==> src/rtl/mac_arb2_if.sv <==
// mac_arb2_if: requester-side operand handshakes and consumer-side result
// handshake of the two-requester shared multiply-accumulate unit.
interface mac_arb2_if #(
  parameter int unsigned ACC_W = 20
);

  // Requester 0 operand channel
  logic             in0_valid;
  logic             in0_ready;
  logic [7:0]       in0_a;
  logic [7:0]       in0_b;
  logic             in0_last;

  // Requester 1 operand channel
  logic             in1_valid;
  logic             in1_ready;
  logic [7:0]       in1_a;
  logic [7:0]       in1_b;
  logic             in1_last;

  // Result channel
  logic             out_valid;
  logic             out_ready;
  logic             out_id;
  logic [ACC_W-1:0] out_acc;
  logic             out_sat;

  // Requesters and consumer side
  modport master (
    output in0_valid, in0_a, in0_b, in0_last,
    output in1_valid, in1_a, in1_b, in1_last,
    output out_ready,
    input  in0_ready, in1_ready,
    input  out_valid, out_id, out_acc, out_sat
  );

  // MAC unit side
  modport slave (
    input  in0_valid, in0_a, in0_b, in0_last,
    input  in1_valid, in1_a, in1_b, in1_last,
    input  out_ready,
    output in0_ready, in1_ready,
    output out_valid, out_id, out_acc, out_sat
  );

endinterface

==> src/rtl/mac_arb2.sv <==
// mac_arb2: two requesters share one signed 8x8 Booth multiplier through a
// round-robin arbiter; each requester owns an ACC_W-bit accumulator and gets
// its dot product on a single registered result channel.
// Optional feature: define MAC_ARB_SAT_EN to clamp every accumulation to the
// signed ACC_W range and report a sticky saturation flag with the result.
// Without it the accumulators wrap and out_sat is tied low.

// Radix-4 Booth signed 8x8 -> 16 multiplier (purely combinational).
module mult8x8 (
  input  logic [7:0]  a,
  input  logic [7:0]  b,
  output logic [15:0] p
);

  localparam int unsigned PROD_W = 16;

  logic [8:0]        b_ext;
  logic [PROD_W-1:0] a_ext;

  // One Booth partial product from a 3-bit multiplier window
  function automatic logic [PROD_W-1:0] booth_pp(input logic [2:0] grp,
                                                 input logic [PROD_W-1:0] m);
    logic [PROD_W-1:0] r;
    case (grp)
      3'b001, 3'b010: r = m;
      3'b011:         r = m << 1;
      3'b100:         r = -(m << 1);
      3'b101, 3'b110: r = -m;
      default:        r = '0;
    endcase
    return r;
  endfunction

  assign b_ext = {b, 1'b0};
  assign a_ext = {{8{a[7]}}, a};

  // Sum of the four shifted partial products, modulo 2^16
  always_comb begin
    p = booth_pp(b_ext[2:0], a_ext)
      + (booth_pp(b_ext[4:2], a_ext) << 2)
      + (booth_pp(b_ext[6:4], a_ext) << 4)
      + (booth_pp(b_ext[8:6], a_ext) << 6);
  end

endmodule

module mac_arb2 #(
  parameter int unsigned ACC_W = 20
) (
  input  logic         clk,
  input  logic         rst_n,
  mac_arb2_if.slave    bus
);

  localparam int unsigned OP_W   = 8;
  localparam int unsigned PROD_W = 16;
  localparam int unsigned EXT_W  = ACC_W - PROD_W;

  typedef struct packed {
    logic [OP_W-1:0] a;
    logic [OP_W-1:0] b;
    logic            id;
    logic            last;
  } stage_t;

  // Operand stage
  stage_t            stage_q;
  stage_t            stage_d_c;
  logic              stage_v;
  logic              prio;

  // Per-requester accumulators
  logic [ACC_W-1:0]  acc_q [2];

  // Result register
  logic              out_valid_q;
  logic              out_id_q;
  logic [ACC_W-1:0]  out_acc_q;

  // Arbitration and datapath combinational signals
  logic              stall_c;
  logic              in0_ready_c;
  logic              in1_ready_c;
  logic              xfer0_c;
  logic              xfer1_c;
  logic              xfer_c;
  logic              step_c;
  logic [PROD_W-1:0] prod_c;
  logic [ACC_W-1:0]  prod_ext_c;
  logic [ACC_W-1:0]  acc_sel_c;
  logic [ACC_W-1:0]  sum_c;

  // Hold everything while a finished sum waits behind an unaccepted result
  always_comb begin
    stall_c     = stage_v & stage_q.last & out_valid_q & ~bus.out_ready;
    in0_ready_c = ~stall_c & (~prio | ~bus.in1_valid);
    in1_ready_c = ~stall_c & ( prio | ~bus.in0_valid);
    xfer0_c     = bus.in0_valid & in0_ready_c;
    xfer1_c     = bus.in1_valid & in1_ready_c;
    xfer_c      = xfer0_c | xfer1_c;
    step_c      = stage_v & ~stall_c;
  end

  // Stage payload from the granted requester
  always_comb begin
    stage_d_c = '{a: bus.in1_a, b: bus.in1_b, id: 1'b1, last: bus.in1_last};
    if (xfer0_c) begin
      stage_d_c = '{a: bus.in0_a, b: bus.in0_b, id: 1'b0, last: bus.in0_last};
    end
  end

  mult8x8 u_mult (
    .a (stage_q.a),
    .b (stage_q.b),
    .p (prod_c)
  );

  // Sign-extended product and the owning accumulator
  always_comb begin
    prod_ext_c = {{EXT_W{prod_c[PROD_W-1]}}, prod_c};
    acc_sel_c  = acc_q[stage_q.id];
  end

`ifdef MAC_ARB_SAT_EN
  localparam logic [ACC_W-1:0] ACC_MAX = {1'b0, {(ACC_W-1){1'b1}}};
  localparam logic [ACC_W-1:0] ACC_MIN = {1'b1, {(ACC_W-1){1'b0}}};

  logic [1:0]       sat_q;
  logic [ACC_W:0]   wide_c;
  logic             ovf_c;
  logic             sat_sum_c;
  logic             out_sat_q;

  // One guard bit detects overflow; clamp toward the sign of the true sum
  always_comb begin
    wide_c    = {acc_sel_c[ACC_W-1], acc_sel_c} + {prod_ext_c[ACC_W-1], prod_ext_c};
    ovf_c     = wide_c[ACC_W] ^ wide_c[ACC_W-1];
    sum_c     = wide_c[ACC_W-1:0];
    if (ovf_c) begin
      sum_c = wide_c[ACC_W] ? ACC_MIN : ACC_MAX;
    end
    sat_sum_c = sat_q[stage_q.id] | ovf_c;
  end

  // Sticky saturation flags, cleared when their dot product completes
  always_ff @(posedge clk or negedge rst_n) begin
    if (!rst_n) begin
      sat_q <= '0;
    end else if (step_c) begin
      sat_q[stage_q.id] <= stage_q.last ? 1'b0 : sat_sum_c;
    end
  end

  // Saturation flag travels with the result
  always_ff @(posedge clk or negedge rst_n) begin
    if (!rst_n) begin
      out_sat_q <= 1'b0;
    end else if (step_c && stage_q.last) begin
      out_sat_q <= sat_sum_c;
    end
  end

  assign bus.out_sat = out_sat_q;
`else
  // Plain modulo-2^ACC_W accumulation
  always_comb begin
    sum_c = acc_sel_c + prod_ext_c;
  end

  assign bus.out_sat = 1'b0;
`endif

  // Operand stage and round-robin pointer
  always_ff @(posedge clk or negedge rst_n) begin
    if (!rst_n) begin
      stage_q <= '0;
      stage_v <= 1'b0;
      prio    <= 1'b0;
    end else if (xfer_c) begin
      stage_q <= stage_d_c;
      stage_v <= 1'b1;
      prio    <= ~prio;
    end else if (!stall_c) begin
      stage_v <= 1'b0;
    end
  end

  // Accumulate the staged term; a final term empties its accumulator
  always_ff @(posedge clk or negedge rst_n) begin
    if (!rst_n) begin
      acc_q[0] <= '0;
      acc_q[1] <= '0;
    end else if (step_c) begin
      acc_q[stage_q.id] <= stage_q.last ? '0 : sum_c;
    end
  end

  // Result register: load on a final term, otherwise drain on out_ready
  always_ff @(posedge clk or negedge rst_n) begin
    if (!rst_n) begin
      out_valid_q <= 1'b0;
      out_id_q    <= 1'b0;
      out_acc_q   <= '0;
    end else if (step_c && stage_q.last) begin
      out_valid_q <= 1'b1;
      out_id_q    <= stage_q.id;
      out_acc_q   <= sum_c;
    end else if (bus.out_ready) begin
      out_valid_q <= 1'b0;
    end
  end

  assign bus.in0_ready = in0_ready_c;
  assign bus.in1_ready = in1_ready_c;
  assign bus.out_valid = out_valid_q;
  assign bus.out_id    = out_id_q;
  assign bus.out_acc   = out_acc_q;

endmodule

==> src/flat_wrapper.sv <==
// flat-port wrapper written by rule: the top's interface ports become plain ports
module mac_arb2_flat 
#(
  parameter int unsigned ACC_W = 20
)
  (clk, rst_n, bus_in0_valid, bus_in0_a, bus_in0_b, bus_in0_last, bus_in1_valid, bus_in1_a, bus_in1_b, bus_in1_last, bus_out_ready, bus_in0_ready, bus_in1_ready, bus_out_valid, bus_out_id, bus_out_acc, bus_out_sat);
  mac_arb2_if #(.ACC_W(ACC_W)) bus_i ();
  input  logic clk;
  input  logic rst_n;
  input wire logic [$bits(bus_i.in0_valid)-1:0] bus_in0_valid;
  input wire logic [$bits(bus_i.in0_a)-1:0] bus_in0_a;
  input wire logic [$bits(bus_i.in0_b)-1:0] bus_in0_b;
  input wire logic [$bits(bus_i.in0_last)-1:0] bus_in0_last;
  input wire logic [$bits(bus_i.in1_valid)-1:0] bus_in1_valid;
  input wire logic [$bits(bus_i.in1_a)-1:0] bus_in1_a;
  input wire logic [$bits(bus_i.in1_b)-1:0] bus_in1_b;
  input wire logic [$bits(bus_i.in1_last)-1:0] bus_in1_last;
  input wire logic [$bits(bus_i.out_ready)-1:0] bus_out_ready;
  output wire logic [$bits(bus_i.in0_ready)-1:0] bus_in0_ready;
  output wire logic [$bits(bus_i.in1_ready)-1:0] bus_in1_ready;
  output wire logic [$bits(bus_i.out_valid)-1:0] bus_out_valid;
  output wire logic [$bits(bus_i.out_id)-1:0] bus_out_id;
  output wire logic [$bits(bus_i.out_acc)-1:0] bus_out_acc;
  output wire logic [$bits(bus_i.out_sat)-1:0] bus_out_sat;
  assign bus_i.in0_valid = bus_in0_valid;
  assign bus_i.in0_a = bus_in0_a;
  assign bus_i.in0_b = bus_in0_b;
  assign bus_i.in0_last = bus_in0_last;
  assign bus_i.in1_valid = bus_in1_valid;
  assign bus_i.in1_a = bus_in1_a;
  assign bus_i.in1_b = bus_in1_b;
  assign bus_i.in1_last = bus_in1_last;
  assign bus_i.out_ready = bus_out_ready;
  assign bus_in0_ready = bus_i.in0_ready;
  assign bus_in1_ready = bus_i.in1_ready;
  assign bus_out_valid = bus_i.out_valid;
  assign bus_out_id = bus_i.out_id;
  assign bus_out_acc = bus_i.out_acc;
  assign bus_out_sat = bus_i.out_sat;
  mac_arb2 #(.ACC_W(ACC_W)) u_core (.clk(clk), .rst_n(rst_n), .bus(bus_i));
endmodule
==> config.mk <==
export PLATFORM = sky130hd
export DESIGN_NAME = mac_arb2_flat
export DESIGN_NICKNAME = d
export VERILOG_FILES = /design/src/rtl/mac_arb2_if.sv /design/src/rtl/mac_arb2.sv /design/src/flat_wrapper.sv
export SDC_FILE = /design/constraint.sdc
export NUM_CORES = 1
export LEC_CHECK = 0
export ABC_AREA = 0
export BUFFER_PORTS_ARGS = -buffer_cell sky130_fd_sc_hd__buf_2
export CAP_MARGIN = 20
export CORE_MARGIN = 3
export CORE_UTILIZATION = 65
export DETAILED_ROUTE_END_ITERATION = 6
export PLACE_DENSITY_LB_ADDON = 0.25
export SETUP_SLACK_MARGIN = 0.02
export SLEW_MARGIN = 10
export SYNTH_ARGS = -nofsm -noshare
export SYNTH_HDL_FRONTEND = slang
export SYNTH_SLANG_ARGS = --single-unit
==> constraint.sdc <==
create_clock -name clk -period 14.9 [get_ports clk]
set_input_delay 0.745 -clock clk [delete_from_list [all_inputs] [get_ports clk]]
set_output_delay 0.745 -clock clk [all_outputs]
set_load 0.05 [all_outputs]
# ---- Word-level counts from Yosys, hierarchy flattened
# Cells that the tools add are included.
dict set report totals {
  regBits 82
  inputBits 39
  output_inout_bits 25
  wordCells 83
}
dict set report op_classes {
  n_addsub 6
  n_lt_le_gt_ge 2
  n_eq_ne 22
  n_mux 16
  n_bitwise 17
  reduce_logical 9
}
# operator count
set op_table {}
lappend op_table {{$mux 20} 5}
lappend op_table {{$pmux 14 s4} 1}
lappend op_table {{$add 16x16->16} 3}
lappend op_table {{$pmux 12 s4} 1}
lappend op_table {{$pmux 16 s3} 1}
lappend op_table {{$bwmux 40} 1}
lappend op_table {{$pmux 10 s4} 1}
lappend op_table {{$neg 16->16} 2}
lappend op_table {{$eq 3x3->1 const B} 9}
lappend op_table {{$add 20x20->20} 1}
lappend op_table {{$demux 20 s1} 1}
lappend op_table {{$eq 3x2->1 const B} 6}
lappend op_table {{$mux 18} 1}
lappend op_table {{$reduce_or 2->1} 6}
lappend op_table {{$eq 3x1->1 const B} 3}
lappend op_table {{$and 1x1->1} 8}
lappend op_table {{$not 1->1} 5}
lappend op_table {{$eq 2x2->1 const B} 2}
lappend op_table {{$mux 1} 4}
lappend op_table {{$or 1x1->1} 3}
lappend op_table {{$eq 2x1->1 const B} 1}
lappend op_table {{$ge 2x2->1 const B} 1}
lappend op_table {{$logic_and 1x1->1} 2}
lappend op_table {{$lt 2x1->1 const B} 1}
lappend op_table {{3 further kinds} 3}

# ---- Logic depth before layout (Yosys ltp)
dict set report logic_depth {
  word_depth 9
  mapped_depth 35
}

# ---- Cells and area by module
# Synthesis repeated with hierarchy kept, for this count alone.
dict set report hier_totals {
  hier_cells 853
  hier_area_um2 7215.7
}
# mod n_inst cells_per_inst area_each_um2 seq_area_each_um2
set modules_own_cells {}
lappend modules_own_cells {mac_arb2 1 442 4342.9 2052.0}
lappend modules_own_cells {mult8x8 1 411 2872.8 0.0}

# ---- Worst setup path after synthesis
# Ideal clock, no wire load.
dict set report synth_path {
  path_type {register -> register}
  start {reg u_core.stage_q[10] (netlist bit)}
  end {reg u_core.acc_q[18] (netlist bit)}
  arrival_ns 6.928
  setup_slack_ns 7.834
  stages_incl_launch_ff 34
  path_buffers 3
  path_cell_list {dfrtp_1 clkbuf_1 inv_1 ha_1 clkbuf_1 nor2b_1 nand2b_1 or3_1 clkbuf_1 nand2_1 xor2_1 nor2_1 a21oi_1 a21oi_1 fa_1 inv_1 fa_1 inv_1 ha_1 a21boi_0 o21ai_0 a21boi_0 o21ai_0 a21boi_0 or4_1 nand3_1 ha_1 or3_1 o21ai_0 nor4_1 and3_1 a2111o_1 nor4_1 o31ai_1}
}
dict set report synth_via {
  elab_chain_cells 8
  elab_cells_between_ends 12
  cone_classes {6 x add/sub; 6 x mux}
}
# element line
set synth_lines {}
lappend synth_lines {{start, declared} mac_arb2.sv:67} ;# stage_t stage_q;
lappend synth_lines {{start signal, assigned} mac_arb2.sv:180} ;# stage_q <= stage_d_c;
lappend synth_lines {{$neg 16->16, on equally long branches} {mac_arb2.sv:28, mac_arb2.sv:27}}
lappend synth_lines {{$pmux 14 s4 / $pmux 16 s3 (equally long branches)} mac_arb2.sv:24} ;# case (grp)
lappend synth_lines {{$add 16x16->16} mac_arb2.sv:40} ;# + (booth_pp(b_ext[4:2], a_ext) << 2)
lappend synth_lines {{$add 16x16->16} mac_arb2.sv:41} ;# + (booth_pp(b_ext[6:4], a_ext) << 4)
lappend synth_lines {{$add 16x16->16 (*)} mac_arb2.sv:42} ;# + (booth_pp(b_ext[8:6], a_ext) << 6);
lappend synth_lines {{$add 20x20->20 (*)} mac_arb2.sv:167} ;# sum_c = acc_sel_c + prod_ext_c;
lappend synth_lines {{$mux 20 (*)} mac_arb2.sv:194} ;# acc_q[stage_q.id] <= stage_q.last ? '0 : sum_c;
lappend synth_lines {{$bwmux 40 (*)} mac_arb2.sv:194}
lappend synth_lines {{end signal, assigned by index} mac_arb2.sv:194}
lappend synth_lines {{end, declared} mac_arb2.sv:73} ;# logic [ACC_W-1:0] acc_q [2];
# Every way passes the cells marked *; elsewhere a longest branch is shown, timed or not.
# A chain may end at the register's enable or synchronous reset.

# ---- Worst setup path after layout
dict set report layout_path {
  start {reg u_core.stage_q[11] (netlist bit)}
  end {reg u_core.acc_q[38] (netlist bit)}
}
# Same word-level chain as after synthesis.

==> flow_metrics.py <==
metrics = {
    "status": {
        "outcome": "complete, no violations",
    },
    "yosys": {
        "synth_area_mm2": 0.007556,
        "async_reset_ff_share_pct": 100.0,
        "synth_top_flop_cell": "dfrtp_1",
        "ys_top_cells_by_count": "nand2_1 (107), o21ai_0 (83), dfrtp_1 (82)",
        "ys_seq_area_share_pct": 27.16,
        "yosys.area.top_type": "dfrtp_1",
        "synth_edf_count": 0,
        "ys_ff_latch": 82,
        "syn_area_per_cell_um2": 8.204,
        "syn_inst": 921,
        "synth.distinct_cells": 72,
        "ys_warn_count": 0,
        "synthesis.nets": 1021,
        "synth_top_area_share_pct": 27.16,
        "synth.most_common_cell": "nand2_1",
        "synth.area.top_cells": "dfrtp_1 (27%), ha_1 (6.5%), fa_1 (5.8%), o21ai_0 (5.5%), nand2_1 (5.3%)",
    },
    "clocking": {
        "cts_resized": 0,
        "numClockSinks": 82,
        "clockBufferDepth": 2,
        "clkTransAtPathRegs_ns": 0.07,
        "htreeDepth": 3,
        "cts_root_buf": "clkbuf_16",
        "numCtsBuffers": 9,
        "clkLatencyLatePin_ns": 0.36,
        "post_cts_buffers": 0,
        "cts_tree": "yes",
        "cts-hold-fix-buffers": 0,
    },
    "finish": {
        "nNetsFinal": 1045,
        "layout-drive-gt1-share_pct": 13.37,
        "n_antenna_cell": 0,
        "area_growth_pct": 8.644,
        "nFillCells": 830,
    },
    "worst_setup_path": {
        "crit_buf_inv": 3,
        "crit_top_cell": "a21oi_1",
        "cp.required_ns": 15.12,
        "r2r-end": "u_core.acc_q[38]$_DFFE_PN0P_",
        "critical_path.max_stage_delay_ns": 0.57,
        "crit_family": "compound AO/OA/AOI/OAI gates",
        "cp_max_fo": 8,
        "r2r_start": "u_core.stage_q[11]$_DFFE_PN0P_",
        "cp-end-kind": "flip-flop",
        "reg2reg_depth": 31,
        "arrival_ns": 8.21,
        "crit_path_start_kind": "flip-flop",
        "crit_type": "flip-flop to flip-flop",
        "r2r_slack_ns": 6.91,
        "cp_slowest_cell": "fa_1",
    },
    "place": {
        "port_buffers": 62,
        "place_hpwl_mm": 14.87,
        "dp_slack_ns": 7.088,
        "gp_congestion": 1.056,
    },
    "detailed_routing": {
        "drtIter0Drc": 835,
        "ant_nets": 0,
        "drt-vias-per-instance": 6.522,
        "num_vias": 7109,
        "wire_per_inst_um": 18.88,
        "wirelength_mm": 20.58,
        "drc": 0,
        "first_pass_iters": 5,
    },
    "die": {
        "start_util_pct": 68.21,
        "num_io_pins": 64,
        "die_area_mm2": 0.01295,
        "rows": 38,
        "coreArea_mm2": 0.01108,
        "die_w_um": 113.8,
        "fp.dieH_um": 113.8,
    },
    "worst_hold_path": {
        "hold_path.class": "flip-flop to flip-flop",
        "hold_end": "u_core.bus.out_acc[14]$_DFFE_PN0P_",
        "min_path_cells": 2,
        "hold_start": "u_core.bus.out_acc[14]$_DFFE_PN0P_",
    },
    "timing": {
        "rsz0062_at_grt": "no",
        "min_period_ns": 7.994,
        "setup_ws_ns": 6.906,
        "max_slew_margin_pct": 32.21,
        "max_freq_ghz": 0.1251,
        "layout_worst_path_cycle_share_pct": 53.65,
        "setup_viol": 0,
        "drv_slew": 0,
        "finClkSkew_ns": 0.007542,
        "worstMarginPinSlew_ns": 1.017,
        "setup_tns_ns": 0,
        "hold_violations": 0,
    },
    "run": {
        "drv_cap": 0,
    },
    "grt": {
        "grt_usage_pct": 32.54,
        "gr-total-overflow": 0,
        "antenna_found_initial": 0,
        "grt_first_pass_wirelength_mm": 33.88,
        "grt_max_degree": 83,
        "first_global_vias": 6872,
    },
}
## through the flow
stage / instances / util (%) / area (um^2) / hold slack, ns
floorplan: 921 / - / 7556 / 0.4429
global route: 1090 / 74.10 / 8209 / 0.4989
global placement: 1072 / 70.92 / 7856 / 0.4553
finish: 1090 / 74.10 / 8209 / 0.4752
detailed placement: 1072 / 70.92 / 7856 / 0.4630
CTS: 1088 / 73.56 / 8149 / 0.4771
## worst max-delay path by stage
stage / start / to / cells after the start
final: u_core.stage_q[11]$_DFFE_PN0P_ / u_core.acc_q[38]$_DFFE_PN0P_ / 31
after global placement: u_core.stage_q[10]$_DFFE_PN0P_ / u_core.bus.out_acc[18]$_DFFE_PN0P_ / 30
after global routing: u_core.stage_q[10]$_DFFE_PN0P_ / u_core.acc_q[18]$_DFFE_PN0P_ / 31
after CTS: u_core.stage_q[10]$_DFFE_PN0P_ / u_core.acc_q[18]$_DFFE_PN0P_ / 31
after detailed placement: u_core.stage_q[10]$_DFFE_PN0P_ / u_core.acc_q[18]$_DFFE_PN0P_ / 31
after floorplan: u_core.stage_q[10]$_DFFE_PN0P_ / u_core.acc_q[18]$_DFFE_PN0P_ / 33
## cell usage in the layout, fill, tap and decap left out, types with 4 or more instances in the layout
| cell type | Yosys | layout |
|---|---|---|
| nand3_1 | 14 | 14 |
| o21a_1 | 6 | 6 |
| or3_1 | 7 | 7 |
| a21boi_0 | 5 | 5 |
| inv_1 | 59 | 59 |
| mux2_2 | 26 | 26 |
| buf_2 | 2 | 61 |
| a22o_1 | 4 | 4 |
| o21ai_0 | 83 | 83 |
| xnor2_1 | 21 | 21 |
| a22oi_1 | 5 | 5 |
| a2111oi_0 | 4 | 4 |
| and2_1 | 13 | 13 |
| xor2_1 | 18 | 18 |
| buf_4 | 2 | 8 |
| nor3_1 | 5 | 5 |
| o22ai_1 | 5 | 5 |
| nor2_1 | 70 | 69 |
| ha_1 | 39 | 39 |
| a221oi_1 | 10 | 10 |
| or2_2 | 4 | 4 |
| a21o_1 | 18 | 18 |
| fa_1 | 22 | 22 |
| nand2b_1 | 12 | 12 |
| a31oi_1 | 7 | 7 |
| dfrtp_1 | 82 | 82 |
| o211ai_1 | 10 | 10 |
| o31ai_1 | 23 | 23 |
| mux2i_1 | 30 | 30 |
| a211oi_1 | 8 | 8 |
| nand2_1 | 107 | 107 |
| clkbuf_16 | 0 | 9 |
| or4_1 | 7 | 7 |
| nor2b_1 | 11 | 11 |
| a21oi_1 | 69 | 69 |
| nor4_1 | 4 | 4 |
| and3_1 | 6 | 6 |
## layout make-up
cell class | count | area [um^2] | area share (%)
multi-input cells | 721 | 5044 | 61.44
flip-flops and latches | 82 | 2052 | 25.00
repair buffers | 71 | 420.4 | 5.121
clock buffers | 9 | 225.2 | 2.743
inverters | 60 | 225.2 | 2.743
well taps | 140 | 175.2 | 2.134
clock inverters | 7 | 67.56 | 0.8230
## registers in the layout, summed over array words and instances (netlist names)
signal	flops
u_core.stage_v	1
u_core.stage_q	18
u_core.bus.out_acc	20
u_core.prio	1
u_core.acc_q	40
u_core.bus.out_id	1
u_core.bus.out_valid	1
## routing by layer
| metal | vias up | share of wire, % | track usage [%] |
|---|---|---|---|
| li1 | 3313 | - | - |
| met1 | 3361 | 43 | 44.08 |
| met3 | 66 | 8.4 | 8.276 |
| met2 | 369 | 46 | 50.96 |
| met4 | 0 | 3.3 | 11.56 |
| met5 | - | 0 | 0 |
## cells by family after synthesis
family | share of synthesized area (%)
DFF | 27.16
adders and majority gates | 12.29
and+or+nand+nor | 17.55
buffers and inverters | 6.193
xor gates and xnor gates | 4.819
muxes | 7.849
AOI/OAI and AO/OA | 24.09
other | 0.04963
## worst register-to-register path: cells and delay by family, from the launching register on
kind	cells	cell delay, ns
DFF	1	0.48
adders and majority gates	5	2.05
and+or+nand+nor	10	2.23
buffers and inverters	3	0.25
xor gates and xnor gates	1	0.20
AOI/OAI and AO/OA	12	2.65
Power is not shown: default switching activity piles up to over one toggle a cycle in this logic, so the estimate is an artifact.
